<file path="config.mk">
export PLATFORM = sky130hd
export DESIGN_NAME = uart_rx_fifo_less
export DESIGN_NICKNAME = d
export VERILOG_FILES = /design/src/rtl/uart_rx_fifo_less.sv
export SDC_FILE = /design/constraint.sdc
export NUM_CORES = 1
export LEC_CHECK = 0
export ABC_AREA = 1
export CORE_MARGIN = 8
export CORE_UTILIZATION = 33
export DETAILED_ROUTE_END_ITERATION = 16
export PLACE_DENSITY_LB_ADDON = 0.25
export REMOVE_ABC_BUFFERS = 1
export SLEW_MARGIN = 5
export SYNTH_ARGS = -nofsm -noshare
export SYNTH_HDL_FRONTEND = slang
export SYNTH_SLANG_ARGS = --single-unit
</file>
<file path="constraint.sdc">
create_clock -name clk -period 3.5 [get_ports clk]
set_clock_uncertainty 0.2 [all_clocks]
set_input_delay 0.7 -clock clk [delete_from_list [all_inputs] [get_ports clk]]
set_output_delay 0.7 -clock clk [all_outputs]
set_load 0.02 [all_outputs]
</file>
<file path="src/rtl/uart_rx_fifo_less.sv">
// uart_rx_fifo_less: 8N1 serial receiver with 16x oversampling, 3-sample
// majority voting and a single-entry valid/ready holding register.
//
// state  | meaning
// -------+------------------------------------------------------------
// IDLE   | line idle, waiting for rxs to go low
// START  | validating the start bit at its mid-bit decision
// DATA   | shifting in 8 data bits, LSB first
// STOP   | checking the stop bit; good stop hands the byte to the holder
// BREAK  | stop bit was low; wait for the line to return high
module uart_rx_fifo_less #(
    parameter int sysclk_frequency = 1250,
    parameter int baud             = 115200
) (
    input  logic       clk,
    input  logic       reset_in,
    input  logic       rxd,
    output logic [7:0] rx_data,
    output logic       rx_valid,
    input  logic       rx_ready,
    output logic       framing_err,
    output logic       overrun,
    output logic       busy
);
    localparam int SAMPLE_DIV_RAW = (sysclk_frequency * 100000) / (baud * 16);
    localparam int SAMPLE_DIV     = (SAMPLE_DIV_RAW < 1) ? 1 : SAMPLE_DIV_RAW;
    localparam int PRESC_W        = (SAMPLE_DIV > 1) ? $clog2(SAMPLE_DIV) : 1;

    typedef enum logic [2:0] {
        ST_IDLE, ST_START, ST_DATA, ST_STOP, ST_BREAK
    } state_t;

    state_t state_q, state_d;

    logic               sync1_q, sync1_d;
    logic               sync2_q, sync2_d;
    logic [PRESC_W-1:0] presc_q, presc_d;
    logic [7:0]         tick_q, tick_d;
    logic [3:0]         bit_cnt_q, bit_cnt_d;
    logic               samp7_q, samp7_d;
    logic               samp8_q, samp8_d;
    logic [7:0]         shift_q, shift_d;
    logic               load_q, load_d;
    logic [7:0]         rx_data_q, rx_data_d;
    logic               rx_valid_q, rx_valid_d;
    logic               framing_q, framing_d;
    logic               overrun_q, overrun_d;
    logic               busy_q, busy_d;

    logic       rxs;
    logic       in_frame;
    logic       strobe;
    logic [7:0] tick_now;
    logic       decision;
    logic       maj;

    // Sampling strobes, mid-bit decision point and majority vote.
    always_comb begin
        rxs      = sync2_q;
        in_frame = (state_q == ST_START) || (state_q == ST_DATA) || (state_q == ST_STOP);
        strobe   = (presc_q == PRESC_W'(SAMPLE_DIV - 1));
        tick_now = tick_q + 8'd1;
        // Bit index in the upper nibble must agree with the decision count.
        decision = strobe && in_frame && (tick_now[3:0] == 4'd9) && (tick_now[7:4] == bit_cnt_q);
        maj      = (samp7_q & samp8_q) | (samp7_q & rxs) | (samp8_q & rxs);
    end

    // FSM state register.
    always_ff @(posedge clk or posedge reset_in) begin
        if (reset_in) state_q <= ST_IDLE;
        else          state_q <= state_d;
    end

    // FSM next-state logic.
    always_comb begin
        state_d = state_q;
        case (state_q)
            ST_IDLE:  if (!rxs) state_d = ST_START;
            ST_START: if (decision) state_d = maj ? ST_IDLE : ST_DATA;
            ST_DATA:  if (decision && (bit_cnt_q == 4'd8)) state_d = ST_STOP;
            ST_STOP:  if (decision) state_d = maj ? ST_IDLE : ST_BREAK;
            ST_BREAK: if (rxs) state_d = ST_IDLE;
            default:  state_d = ST_IDLE;
        endcase
    end

    // FSM outputs and datapath next values: timing, shifting, holding register.
    always_comb begin
        sync1_d   = rxd;
        sync2_d   = sync1_q;
        presc_d   = (!in_frame || strobe) ? '0 : presc_q + PRESC_W'(1);
        tick_d    = tick_q;
        bit_cnt_d = bit_cnt_q;
        samp7_d   = samp7_q;
        samp8_d   = samp8_q;
        shift_d   = shift_q;
        if (!in_frame) begin
            tick_d    = 8'd0;
            bit_cnt_d = 4'd0;
        end else if (strobe) begin
            tick_d = tick_now;
            if (tick_now[3:0] == 4'd7) samp7_d = rxs;
            if (tick_now[3:0] == 4'd8) samp8_d = rxs;
            if (decision) bit_cnt_d = bit_cnt_q + 4'd1;
        end
        if ((state_q == ST_DATA) && decision) shift_d = {maj, shift_q[7:1]};
        load_d    = (state_q == ST_STOP) && decision && maj;
        framing_d = (state_q == ST_STOP) && decision && !maj;
        busy_d    = (state_q != ST_IDLE);

        rx_data_d  = rx_data_q;
        rx_valid_d = rx_valid_q;
        overrun_d  = 1'b0;
        if (load_q) begin
            // A full holder only takes the new byte if it is drained this cycle.
            if (!rx_valid_q || rx_ready) begin
                rx_data_d  = shift_q;
                rx_valid_d = 1'b1;
            end else begin
                overrun_d = 1'b1;
            end
        end else if (rx_valid_q && rx_ready) begin
            rx_valid_d = 1'b0;
        end
    end

    // Datapath registers; reset abandons any frame in progress silently.
    always_ff @(posedge clk or posedge reset_in) begin
        if (reset_in) begin
            sync1_q    <= 1'b1;
            sync2_q    <= 1'b1;
            presc_q    <= '0;
            tick_q     <= 8'd0;
            bit_cnt_q  <= 4'd0;
            samp7_q    <= 1'b0;
            samp8_q    <= 1'b0;
            shift_q    <= 8'd0;
            load_q     <= 1'b0;
            rx_data_q  <= 8'd0;
            rx_valid_q <= 1'b0;
            framing_q  <= 1'b0;
            overrun_q  <= 1'b0;
            busy_q     <= 1'b0;
        end else begin
            sync1_q    <= sync1_d;
            sync2_q    <= sync2_d;
            presc_q    <= presc_d;
            tick_q     <= tick_d;
            bit_cnt_q  <= bit_cnt_d;
            samp7_q    <= samp7_d;
            samp8_q    <= samp8_d;
            shift_q    <= shift_d;
            load_q     <= load_d;
            rx_data_q  <= rx_data_d;
            rx_valid_q <= rx_valid_d;
            framing_q  <= framing_d;
            overrun_q  <= overrun_d;
            busy_q     <= busy_d;
        end
    end

    assign rx_data     = rx_data_q;
    assign rx_valid    = rx_valid_q;
    assign framing_err = framing_q;
    assign overrun     = overrun_q;
    assign busy        = busy_q;

endmodule
</file>
==> implementation parameters, run 1 <==
Parameter                              Value

Clock network
  Source-to-sink clock delay at the later pin of the worst-skew pair    ~0.30 ns
  Maximum level of the CTS H-tree    2
  TritonCTS clock tree    built
  Buffer cell driving the clock tree root    sky130_fd_sc_hd__clkbuf_8
  Number of clock buffers inserted by TritonCTS    5
  Hold buffers post-CTS    0
  Resize count post-CTS    0
  Clock sink count    47
  Clk slew on worst S/H paths    roughly 0.090 ns
  CTS max path bufs    2
  Postcts setup bufs    0

Floorplan
  Top-level port count    16
  Die H    ~100 um
  Initial Utilization    0.3350
  Number of rows in the core area    31
  Floorplan die area    approximately 10000 um2
  Horizontal extent of the die    101.1 um
  Core Box Area    slightly above 7000 um2

Finish
  Commonest non-fill, non-tap cell in the layout    sky130_fd_sc_hd__nand2_1
  Fraction of layout instances using a drive strength above 1    0.1037
  Number of filler instances in the final layout    between 700 and 800
  Commonest cells after routing, fill and taps aside    64 x sky130_fd_sc_hd__nand2_1, 45 x sky130_fd_sc_hd__dfrtp_1, 38 x sky130_fd_sc_hd__inv_1
  Layout-stage area growth over the synthesis result    14.91%
  Nets@finish    just over 300
  Post-layout utilization of the core    0.3850
  Number of antenna diodes    0

Yosys
  Synth Area per Inst    8.539 um2
  Sequential-to-total area share from yosys stat    0.4929
  Register bit count reported by yosys    47
  Synthesized cell area    2391 um2
  Number of enable-type register cells in the synthesized netlist    0
  Synth unique cells    32
  Yosys warning total    0
  Async set or reset register ratio after synthesis    1.000
  Number of cells produced by synthesis    280
  Flip-flop cell with the highest count after synthesis    sky130_fd_sc_hd__dfrtp_1

Worst setup path
  Critical path required time    around 3.5 ns
  Number of buffers and inverters on the critical path    0
  Series of cell instances along the critical path    ha_1, xnor2_1, nand2_1, nand3b_4, nor2_4, nand3_4, nand2_2, nand3_1, nand2_1, nand2_1
  Type of the setup path with the least slack    flip-flop to flip-flop
  Top fanout value on the critical path    12
  Kind of start point of the critical path    flip-flop
  Cell with the largest stage delay on the worst path    sky130_fd_sc_hd__dfrtp_1
  Crit path capture type    flip-flop
  Data arrival time of the critical path    2.24 ns
  CP most frequent cell    sky130_fd_sc_hd__nand2_1
  Gate family responsible for the most delay along the worst path    simple AND/OR/NAND/NOR gates
  Slowest stage delay, CP    around 0.45 ns

GRT
  Overall fraction of global-route tracks in use    0.09409
  Antenna violations before repair    0
  Largest net degree at the start of global routing    48
  Global-route wire length before repair    around 8 mm
  Overflow left after global routing    0
  Via count of the first global-routing pass    1779

Detailed routing
  Via count    between 1500 and 2000
  Final wirelength    between 4 and 5 mm
  Antenna-violating nets left    0
  Pre-Repair DR Iteration Count    4
  Max layer used    met4
  Average via count per standard cell    about 4.4
  Violation count after the first detailed-routing iteration    51
  Residual DRC count    0
  Routed wl met2    ~2 mm
  DR WL met3    approximately 200 um
  Met1 wire length    around 2.1 mm
  Routed WL per cell    around 11 um

Timing
  Count of final setup violators    0
  Max transition margin    0.3674
  Hold violation total from the final report    0
  Slew at the pin with the worst max-slew slack    0.9476 ns
  Setup ws final    approximately 1.3 ns
  Sum of negative setup slack    0 ns
  FMAX    444.5 MHz
  Share of the cycle needed by the critical path after routing    0.6428
  Fin crit period    2.250 ns
  Final Max Slew Viols    0
  Unrepaired setup endpoints after global routing    false

Power and ir drop
  P_sw    between 150 and 200 uW
  Switching portion of total power    0.2060
  PwrDens    about 350 nW/um2
  IR Drop Worst-Case VDD    roughly 0.00016 V
  Clock power share    0.416
  Static leakage power    between 0.001 and 0.0015 uW
  Power share of the sequential group    0.569
  Combinational share of power    0.015
  Internal Dissipation    about 760 uW

Place
  Post-place setup slack    between 1 and 1.5 ns
  Detailed placer's ending HPWL    roughly 3.2 mm
  Count of input and output buffers    15
  Routability Congestion    ~0.83

Job
  Max-cap violations    0

Run status
  Result of the run    completed

Worst hold path
  Min-delay worst type    flip-flop to flip-flop
[through the flow]
stage	instances	instance area, um2	hold WS [ns]	total power [uW]
floorplan	276	2361	0.1452	564.5
global placement	390	2635	0.1543	571.8
detailed placement	390	2635	0.1539	572.0
CTS	398	2748	0.1642	978.1
global route	398	2748	0.1679	1002
finish	398	2748	0.1644	957.8
[path summary, 6_finish.rpt]
path	to	start	cells after the start	slack, ns
worst max register to register	state_q[0]	tick_q[1]	10	1.25
worst min register to register	rxs	sync1_q	0	0.16
worst max-delay path	state_q[0]	tick_q[1]	10	1.25
min in group asynchronous	rx_data[4]	reset_in	2	0.72
max in group asynchronous	state_q[1]	reset_in	2	1.78
worst min-delay path	rxs	sync1_q	0	0.16
[worst register-to-register path, cell delays in order, from the launching register on]
cell	delay, ns
sky130_fd_sc_hd__dfrtp_1	0.45
sky130_fd_sc_hd__ha_1	0.23
sky130_fd_sc_hd__xnor2_1	0.32
sky130_fd_sc_hd__nand2_1	0.11
sky130_fd_sc_hd__nand3b_4	0.18
sky130_fd_sc_hd__nor2_4	0.11
sky130_fd_sc_hd__nand3_4	0.13
sky130_fd_sc_hd__nand2_2	0.21
sky130_fd_sc_hd__nand3_1	0.10
sky130_fd_sc_hd__nand2_1	0.07
sky130_fd_sc_hd__nand2_1	0.05
[layout make-up]
type / count / area, um2 / share of cell area
flip-flops and latches: 47 / 1179 / 0.4290
multi-input cells: 187 / 1025 / 0.3729
inverters: 42 / 157.7 / 0.05738
repair buffers: 15 / 150.1 / 0.05464
well taps: 99 / 123.9 / 0.04508
clock buffers: 5 / 68.82 / 0.02505
clock inverters: 3 / 43.79 / 0.01594
[cell usage after synthesis (2+ instances only)]
| master | count | area share |
|---|---|---|
| sky130_fd_sc_hd__a21oi_1 | 3 | 0.0063 |
| sky130_fd_sc_hd__buf_6 | 2 | 0.0094 |
| sky130_fd_sc_hd__clkbuf_1 | 2 | 0.0031 |
| sky130_fd_sc_hd__dfrtp_1 | 45 | 0.47 |
| sky130_fd_sc_hd__dfstp_2 | 2 | 0.022 |
| sky130_fd_sc_hd__ha_1 | 8 | 0.042 |
| sky130_fd_sc_hd__inv_1 | 39 | 0.061 |
| sky130_fd_sc_hd__inv_2 | 2 | 0.0031 |
| sky130_fd_sc_hd__nand2_1 | 64 | 0.10 |
| sky130_fd_sc_hd__nand2_2 | 5 | 0.013 |
| sky130_fd_sc_hd__nand3_1 | 28 | 0.059 |
| sky130_fd_sc_hd__nand3_2 | 2 | 0.0084 |
| sky130_fd_sc_hd__nand4_1 | 4 | 0.010 |
| sky130_fd_sc_hd__nor2_1 | 21 | 0.033 |
| sky130_fd_sc_hd__nor2_4 | 4 | 0.019 |
| sky130_fd_sc_hd__nor3_1 | 4 | 0.0084 |
| sky130_fd_sc_hd__nor3b_1 | 2 | 0.0063 |
| sky130_fd_sc_hd__o21ai_0 | 19 | 0.040 |
| sky130_fd_sc_hd__o21ai_1 | 9 | 0.019 |
| sky130_fd_sc_hd__o21ai_2 | 2 | 0.0073 |
| sky130_fd_sc_hd__xor2_1 | 2 | 0.0073 |
[flip-flops by register name (all words and copies together), names as in the netlist]
register	cells
overrun	1
tick_q	8
rx_data	8
busy	1
framing_err	1
rx_valid	1
samp7_q	1
shift_q	8
state_q	3
rxs	1
sync1_q	1
bit_cnt_q	4
load_q	1
presc_q	7
samp8_q	1
[layer usage]
layer,up-vias,track usage
li1,927,-
met2,26,0.1584
met1,799,0.1135
met3,4,0.02555
met5,-,0
met4,0,0.02978
[power by group through the flow]
stage | combinational (uW) | clock [uW] | sequential [uW]
final | 14.5 | 398 | 545
after global routing | 17.5 | 439 | 546
after CTS | 15.8 | 417 | 545
after detailed placement | 15.8 | 0 | 556
after global placement | 15.8 | 0 | 556
after floorplan | 8.65 | 0 | 556
[cell families (layout without fill, tap and decap cells)]
group | Yosys count | count (layout) | share of synthesized area
adder cells (fa/ha/maj) | 8 | 8 | 0.04186
XOR/XNOR | 4 | 4 | 0.01780
AND/OR/NAND/NOR | 138 | 138 | 0.2841
flip-flops | 47 | 47 | 0.4929
buffers and inverters | 46 | 65 | 0.07849
AO/OA/AOI/OAI | 37 | 37 | 0.08477
No activity file was read; power rests on OpenSTA's default activity.
==> run 2, diff against run 1 <==
==> constraint.sdc (replaced) <==
create_clock -name clk -period 2.3 [get_ports clk]
set_clock_uncertainty 0.2 [all_clocks]
set_input_delay 0.46 -clock clk [delete_from_list [all_inputs] [get_ports clk]]
set_output_delay 0.46 -clock clk [all_outputs]
set_load 0.02 [all_outputs]
==> run 2 against run 1 <==
Critical path depth rose by 1. Die area did not move. Largest cell class unchanged. Highest routed layer unchanged. Global-route usage rose by 0.63 points. Non-clock buffer count rose by 7. Sequential share of layout area fell by 1.4 points. Worst setup slack got worse by 1.0 ns. Utilization rose by 1.4 points. Sequential power rose by 52%.
==> implementation parameters, run 2 (same netlist as run 1, synthesis figures left out) <==
Parameter                              Value

Run status
  Result of the run    completed

Finish
  Number of antenna diodes    0
  Commonest non-fill, non-tap cell in the layout    sky130_fd_sc_hd__nand2_1
  Nets@finish    ~320
  Number of filler instances in the final layout    about 760
  Fraction of layout instances using a drive strength above 1    0.1429
  Layout-stage area growth over the synthesis result    19.05%
  Commonest cells after routing, fill and taps aside    64 x sky130_fd_sc_hd__nand2_1, 44 x sky130_fd_sc_hd__dfrtp_1, 38 x sky130_fd_sc_hd__inv_1

Worst setup path
  Series of cell instances along the critical path    ha_2, nand3_2, clkinv_1, nand2_1, nand2_1, nand2_1, nand2_1, nor2_4, nand3_4, nor2_4, o21ai_1
  Type of the setup path with the least slack    flip-flop to flip-flop
  Depth of the worst register-to-register path    11
  Reg2Reg Launch Point    tick_q[1]
  Critical R2R Capture    shift_q[2]
  Worst R2R Setup Slack    0.21 ns
  Cell with the largest stage delay on the worst path    sky130_fd_sc_hd__dfrtp_2
  Crit path capture type    flip-flop
  Critical path required time    ~2.3 ns
  Kind of start point of the critical path    flip-flop
  Top fanout value on the critical path    8
  Data arrival time of the critical path    ~2.1 ns
  Slowest stage delay, CP    about 0.45 ns
  CP most frequent cell    sky130_fd_sc_hd__nand2_1

Floorplan
  Horizontal extent of the die    about 100 um
  Top-level port count    16
  Die H    about 100 um
  Core Box Area    between 7000 and 8000 um2
  Initial Utilization    0.3350
  Number of rows in the core area    31
  Floorplan die area    ~10000 um2

GRT
  Via count of the first global-routing pass    1851
  Antenna violations before repair    0
  Global-route wire length before repair    8.231 mm
  Overflow left after global routing    0
  Overall fraction of global-route tracks in use    0.1004
  Largest net degree at the start of global routing    25

Timing
  Final Max Slew Viols    0
  Hold violation total from the final report    0
  Setup ws final    just over 0.2 ns
  FMAX    477.9 MHz
  Share of the cycle needed by the critical path after routing    0.9098
  Slew at the pin with the worst max-slew slack    0.5163 ns
  Count of final setup violators    0
  Max transition margin    0.6550
  Fin crit period    about 2.1 ns
  Sum of negative setup slack    0 ns
  Unrepaired setup endpoints after global routing    false

Worst hold path
  Number of stages on the worst hold path    0
  Hold path start    sync1_q
  Min-delay worst type    flip-flop to flip-flop
  Worst Hold Path EP    rxs

Detailed routing
  Antenna-violating nets left    0
  Via count    ~1800
  Pre-Repair DR Iteration Count    4
  Average via count per standard cell    4.437
  Violation count after the first detailed-routing iteration    93
  Routed WL per cell    ~11 um
  Residual DRC count    0
  Final wirelength    roughly 4.6 mm

Place
  Count of input and output buffers    15
  Detailed placer's ending HPWL    approximately 3.3 mm
  Post-place setup slack    between 0.1 and 0.15 ns
  Routability Congestion    about 0.8

Clock network
  Clock sink count    47
  Clk slew on worst S/H paths    0.09 ns
  TritonCTS clock tree    built
  Buffer cell driving the clock tree root    sky130_fd_sc_hd__clkbuf_8
  Maximum level of the CTS H-tree    2
  CTS max path bufs    2
  Hold buffers post-CTS    0
  Source-to-sink clock delay at the later pin of the worst-skew pair    approximately 0.30 ns
  Number of clock buffers inserted by TritonCTS    5

Power and ir drop
  IR Drop Worst-Case VDD    roughly 0.00023 V
  Static leakage power    between 0.001 and 0.0015 uW
  PwrDens    about 500 nW/um2

Job
  Max-cap violations    0
-- run 2: worst max-delay path by stage --
stage / cells past startpoint / slack (ns) / end / startpoint
final: 11 / 0.21 / shift_q[2] / tick_q[1]
after CTS: 13 / 0.11 / state_q[0] / tick_q[1]
after floorplan: 10 / 0.27 / state_q[0] / tick_q[1]
after global routing: 11 / 0.02 / shift_q[6] / tick_q[1]
after detailed placement: 13 / 0.13 / state_q[0] / tick_q[1]
after global placement: 13 / 0.18 / state_q[0] / tick_q[1]
-- run 2: metal layers --
metal	share of wire	GRT usage	wire length [um]	vias up
li1	-	-	-	948
met1	0.49	0.1255	2222	825
met2	0.45	0.1635	2082	27
met3	0.046	0.02417	211	6
met4	0.013	0.03780	59	0
met5	0	0	0	-
-- run 2: where the power goes --
part | leakage, uW | switching [uW] | internal (uW)
clock | 0.0000474 | 288 | 246
sequential | 0.000628 | 0.960 | 829
combinational | 0.000669 | 18.8 | 9.38
-- run 2: cell type report --
class                           instances  area, um2  share of cell area
Clock buffer                            6      82.58             0.02901
Tap cell                               99      123.9             0.04352
Sequential cell                        47       1180              0.4145
Timing Repair Buffer                   22      215.2             0.07560
Multi-Input combinational cell        189       1071              0.3763
Inverter                               42      157.7             0.05538
Clock inverter                          2      16.27            0.005714
-- run 2: stage by stage --
step           total power (uW)  hold slack [ns]    util  area (um2)  std cells
2_1_floorplan             858.9           0.1452       -        2361        276
3_3_place_gp              876.3           0.1548  0.3762        2685        395
3_5_place_dp              876.0           0.1546  0.3762        2685        395
4_1_cts                    1418           0.1688  0.3901        2784        403
5_1_grt                    1458           0.1723  0.3988        2846        407
6_report                   1391           0.1655  0.3988        2846        407
-- run 2: timing repair --
action | in CTS | in global routing
endpoints found under the setup margin | 0 | 15
setup buffers | 0 | 2
resized for setup | 0 | 6
endpoints found under the hold margin | 0 | 0
-- run 2: critical path, delay by kind of cell (launching register included) --
kind,cells,cell delay (ns)
adder cells (fa/ha/maj),1,0.20
AO/OA/AOI/OAI,1,0.09
AND/OR/NAND/NOR,8,0.97
buffers and inverters,1,0.08
flip-flops,1,0.45
